`config.mk`:
```
export PLATFORM = sky130hd
export DESIGN_NAME = vending_machine
export DESIGN_NICKNAME = d
export VERILOG_FILES = /design/src/rtl/vending_machine.sv
export SDC_FILE = /design/constraint.sdc
export NUM_CORES = 1
export LEC_CHECK = 0
export CAP_MARGIN = 5
export CORE_ASPECT_RATIO = 0.5
export CORE_MARGIN = 5
export CORE_UTILIZATION = 35
export CTS_CLUSTER_DIAMETER = 120
export DETAILED_ROUTE_END_ITERATION = 12
export GPL_TIMING_DRIVEN = 0
export SYNTH_ARGS = -nofsm -noshare
export SYNTH_HDL_FRONTEND = slang
export SYNTH_SLANG_ARGS = --single-unit
```
`constraint.sdc`:
```
create_clock -name clk -period 30.1 [get_ports clk]
set_input_delay 6.02 -clock clk [delete_from_list [all_inputs] [get_ports clk]]
set_output_delay 6.02 -clock clk [all_outputs]
set_load 0.05 [all_outputs]
```
`src/rtl/vending_machine.sv`:
```
// Coin-operated vending controller: edge-detected buttons feed a 14-bit credit
// register, a four-item purchase path, status lamps and a scanned 4-digit display.
module vending_machine #(
    parameter int PRICE0      = 300,
    parameter int PRICE1      = 500,
    parameter int PRICE2      = 700,
    parameter int PRICE3      = 1000,
    parameter int CREDIT_MAX  = 9900,
    parameter int REFRESH_DIV = 16
) (
    input  logic       clk,
    input  logic       rst,
    input  logic       L_button,
    input  logic       R_button,
    input  logic       C_button,
    input  logic [3:0] switch,
    output logic [7:0] DIGIT,
    output logic [6:0] SEG,
    output logic [9:0] LED
);

    localparam int CW = (REFRESH_DIV > 1) ? $clog2(REFRESH_DIV) : 1;
    localparam logic [13:0] P0 = 14'(PRICE0);
    localparam logic [13:0] P1 = 14'(PRICE1);
    localparam logic [13:0] P2 = 14'(PRICE2);
    localparam logic [13:0] P3 = 14'(PRICE3);

    // Bit order in the button vectors: {C, R, L}
    logic [2:0]    b_q, b_prev, ev;
    logic [13:0]   credit, credit_nxt;
    logic [5:0]    led_hi, led_hi_nxt;
    logic [CW-1:0] scan_cnt;
    logic [1:0]    scan_idx;

    logic [13:0] price;
    logic        price_ok;
    logic [13:0] coin;
    logic [14:0] coin_sum;
    logic [3:0]  bcd0, bcd1, bcd2, bcd3, cur_digit;

    assign ev = b_q & ~b_prev;

    always_ff @(posedge clk) begin
        if (!rst) begin
            b_q      <= '0;
            b_prev   <= '0;
            credit   <= '0;
            led_hi   <= '0;
            scan_cnt <= '0;
            scan_idx <= '0;
        end else begin
            b_q    <= {C_button, R_button, L_button};
            b_prev <= b_q;
            credit <= credit_nxt;
            led_hi <= led_hi_nxt;
            if (scan_cnt == CW'(REFRESH_DIV - 1)) begin
                scan_cnt <= '0;
                scan_idx <= scan_idx + 2'd1;
            end else begin
                scan_cnt <= scan_cnt + CW'(1);
            end
        end
    end

    always_comb begin
        price    = P0;
        price_ok = 1'b1;
        case (switch)
            4'b0001: price = P0;
            4'b0010: price = P1;
            4'b0100: price = P2;
            4'b1000: price = P3;
            default: price_ok = 1'b0;
        endcase
    end

    assign coin     = ev[1] ? 14'd500 : 14'd100;
    assign coin_sum = {1'b0, credit} + {1'b0, coin};

    // C outranks R outranks L; a lower-priority event in the same cycle is dropped.
    always_comb begin
        credit_nxt = credit;
        led_hi_nxt = led_hi;
        if (ev[2]) begin
            if (switch == 4'b0000) begin
                led_hi_nxt = {1'b0, (credit != 14'd0), 4'b0000};
                credit_nxt = '0;
            end else if (price_ok && credit >= price) begin
                credit_nxt = credit - price;
                led_hi_nxt = {2'b00, switch};
            end else begin
                led_hi_nxt = 6'b100000;
            end
        end else if (ev[1] || ev[0]) begin
            if (coin_sum <= 15'(CREDIT_MAX)) begin
                credit_nxt = coin_sum[13:0];
                led_hi_nxt = 6'b000000;
            end else begin
                led_hi_nxt = 6'b100000;
            end
        end
    end

    assign LED = {led_hi, (credit >= P3), (credit >= P2), (credit >= P1), (credit >= P0)};

    assign bcd0 = 4'(credit % 14'd10);
    assign bcd1 = 4'((credit / 14'd10) % 14'd10);
    assign bcd2 = 4'((credit / 14'd100) % 14'd10);
    assign bcd3 = 4'((credit / 14'd1000) % 14'd10);

    always_comb begin
        case (scan_idx)
            2'd0:    cur_digit = bcd0;
            2'd1:    cur_digit = bcd1;
            2'd2:    cur_digit = bcd2;
            default: cur_digit = bcd3;
        endcase
    end

    always_comb begin
        case (cur_digit)
            4'd0:    SEG = 7'b1000000;
            4'd1:    SEG = 7'b1111001;
            4'd2:    SEG = 7'b0100100;
            4'd3:    SEG = 7'b0110000;
            4'd4:    SEG = 7'b0011001;
            4'd5:    SEG = 7'b0010010;
            4'd6:    SEG = 7'b0000010;
            4'd7:    SEG = 7'b1111000;
            4'd8:    SEG = 7'b0000000;
            4'd9:    SEG = 7'b0010000;
            default: SEG = 7'b1111111;
        endcase
    end

    assign DIGIT = {4'hF, ~(4'b0001 << scan_idx)};

endmodule

```
==> impl_metrics.env <==
export IMPL_drt_pass1_iter_count=5
export IMPL_ant_nets=0
export IMPL_port_buffer_count=27
export IMPL_grt_overflow=0
export IMPL_hold_path_class="reg2reg"
export IMPL_final_setup_viol_count=0
export IMPL_drive_gt1_share_pct=30.77
export IMPL_maxCapViolCount=0
export IMPL_die_w_um=230.9
export IMPL_root_buffer="clkbuf_16"
export IMPL_yosys_warnings=0
export IMPL_htreeDepth=2
export IMPL_cts_num_sinks=30
export IMPL_yosys_area_top_type="ha_1"
export IMPL_finish_utilization_pct=49.48
export IMPL_seq_area_frac_synth_pct=7.033
export IMPL_grt_start_max_net_pins=24
export IMPL_netlist_area_leader_share_pct=14.95
export IMPL_via_per_inst=5.995
export IMPL_drc=0
export IMPL_synth_ff_type="dfxtp_1"
export IMPL_dpl_hpwl_um=20700
export IMPL_die_h_um=120.5
export IMPL_arrival_ns=23.53
export IMPL_skew_ns=0.004545
export IMPL_ys_top_cells_by_area="ha_1 (15%), dfxtp_1 (7.0%), nor2_1 (5.5%)"
export IMPL_cts_tree="built"
export IMPL_syn_area_per_cell_um2=7.116
export IMPL_crit_type="reg2out"
export IMPL_period_needed_ns=29.55
export IMPL_numCtsBuffers=5
export IMPL_slowest_stage="or4_1"
export IMPL_cp_data_required_time_ns=24.08
export IMPL_worstHoldPathCells=1
export IMPL_place_congestion=0.9103
export IMPL_critical_path_endpoint_type="primary output"
export IMPL_area_growth_pct=39.19
export IMPL_nets=1494
export IMPL_seq_area_um2=609.3
export IMPL_multiInputGateArea_um2=8737
export IMPL_vdd_ir_drop_max_mv=0.1369
export IMPL_clock_fmax_mhz=33.84
export IMPL_rsz0062_at_grt="yes"
export IMPL_num_rows=40
export IMPL_max_stage_delay_ns=0.52
export IMPL_clock_latency_ns=0.27
export IMPL_final_cells=1696
export IMPL_synth_most_common_cell="nor2_1"
export IMPL_async_flop_share_pct=0
export IMPL_grt_pass1_wl_um=45310
export IMPL_io_pins=34
export IMPL_max_slew_margin_rel_pct=1.986
export IMPL_core_area_um2=24020
export IMPL_critPathLaunchType="flip-flop"
export IMPL_worstRegToRegCells=19
export IMPL_nFillCells=2222
export IMPL_synth_area_um2=8539
export IMPL_crit_top_cell="ha_4"
export IMPL_status="completed"
export IMPL_antenna_found_initial=0
export IMPL_dieArea_um2=27810
export IMPL_dr_total_vias=10170
export IMPL_start_util_pct=35.55
export IMPL_hold_violations=0
export IMPL_netlist_instances=1200
export IMPL_holdWs_ns=0.4418
export IMPL_leakagePower_nw=4.808
export IMPL_clk_pin_slew_ns=0.05
export IMPL_wl_per_cell_um=17.84
export IMPL_min_period_over_period_pct=98.18
export IMPL_ys_types=113
export IMPL_ys_ff_latch=30
export IMPL_tightest_slew_ns=1.470
export IMPL_first_global_vias=9231
export IMPL_synth_edff_count=0
export IMPL_diodes=0
export IMPL_slew_viol_final=0
export IMPL_drt_iter0_drc=884
export IMPL_clockBufferDepth=2
export IMPL_wl_um=30250
export IMPL_worst_path_max_fanout=10
export IMPL_grt_total_usage_pct=18.97
export IMPL_dp_cells=1545
export IMPL_power_density_nw_per_um2=69.70
export IMPL_yosys_top_cells_count="nor2_1 (125), ha_1 (102), nand2_1 (100)"
==> routing by layer <==
layer	up-vias	part of all wire [%]	track usage, %
met3	60	6.0	2.511
li1	4879	-	-
met5	-	0	0
met4	0	1.7	3.598
met1	4876	45	26.17
met2	352	47	32.08
==> worst max-delay path, delay by kind of cell, from the launching register on <==
| kind | cells | cell delay, ns |
|---|---|---|
| and+or+nand+nor | 44 | 6.86 |
| DFF | 1 | 0.36 |
| adders and majority gates | 15 | 3.80 |
| xor gates and xnor gates | 1 | 0.16 |
| AOI/OAI and AO/OA | 45 | 8.54 |
| buffers and inverters | 15 | 1.97 |
| muxes | 5 | 1.54 |
==> through the flow <==
stage / area, um^2 / total power [mW] / setup TNS, ns / worst slack [ns]
final: 11890 / 0.8285 / 0 / 0.5471
after global routing: 11890 / 0.8814 / -2.807 / -0.4659
after CTS: 10220 / 0.7522 / 0 / 0.003828
after detailed placement: 9273 / 0.6782 / -33.05 / -4.914
after global placement: 9273 / 0.6655 / -31.83 / -4.714
after floorplan: 8608 / 0.5295 / 0 / 0.02088
==> layout make-up <==
cell class | count | share of cell area, %
plain buffers | 59 | 2.979
clock buffers | 6 | 1.168
inverters | 54 | 1.916
multi-input cells | 1057 | 73.51
flip-flops and latches | 30 | 5.126
well taps | 315 | 3.316
repair buffers | 175 | 11.99
==> logic make-up (layout without fill, tap and decap cells) <==
family / after synthesis / in the layout / share of synthesized area [%]
flops: 30 / 30 / 7.033
simple gates: 476 / 476 / 29.08
buf+inv: 116 / 294 / 5.729
mux: 42 / 42 / 5.172
compound gates: 378 / 378 / 32.19
other cells: 1 / 4 / 0.04391
fa+ha+maj: 105 / 105 / 15.41
xor+xnor: 52 / 52 / 5.333
==> registers in the layout, summed over array words and instances, names as in the netlist <==
name	count
scan_idx	2
b_prev	3
credit	12
b_q	3
led_hi	6
scan_cnt	4
==> layout by cell type (no fill, tap or decap), types with 8 or more instances in the layout <==
cell type	synthesis	routed
a211oi_1	13	12
a21o_1	22	22
a21oi_1	70	42
a21oi_2	1	18
a21oi_4	1	12
a22oi_1	13	11
a31oi_1	11	10
and2_1	16	14
and3_1	12	11
buf_2	14	10
buf_4	7	143
buf_6	1	17
clkbuf_1	37	33
clkdlybuf4s50_1	0	20
dfxtp_1	30	25
ha_1	102	75
ha_4	0	23
inv_1	51	44
mux2i_1	28	16
mux2i_4	0	8
nand2_1	100	88
nand2_2	2	10
nand2b_1	23	23
nand3_1	34	30
nand4_1	15	15
nor2_1	125	101
nor2_2	0	15
nor2_4	1	10
nor2b_1	26	23
nor3_1	41	38
nor4_1	13	12
o211ai_1	11	11
o21a_1	18	16
o21ai_0	69	54
o21ai_1	5	12
o31ai_1	19	14
or2_2	9	8
xnor2_1	35	33
xor2_1	17	14
==> what timing repair did <==
item	in CTS	in global routing
pin swaps	29	112
gates resized for setup	142	186
cloned	0	2
setup endpoints to repair	7	7
buffers inserted	46	100
hold buffers	0	0
==> path summary, 6_finish.rpt <==
| path | from | to | slack [ns] |
|---|---|---|---|
| setup / recovery | scan_idx[1] | SEG[5] | 0.55 |
| hold / removal | b_q[1] | b_prev[1] | 0.44 |
| setup reg to reg | b_q[1] | credit[6] | 24.77 |
| hold reg to reg | b_q[1] | b_prev[1] | 0.44 |
==> where the power goes <==
part | switching [mW] | internal (mW) | total [mW] | leakage (nW)
Clock | 0.0162 | 0.0318 | 0.0480 | 0.0688
Combinational | 0.440 | 0.294 | 0.734 | 4.49
Sequential | 0.00394 | 0.0428 | 0.0467 | 0.248
Total | 0.460 | 0.368 | 0.828 | 4.81
Note: power is estimated with default switching activity, not from simulation.
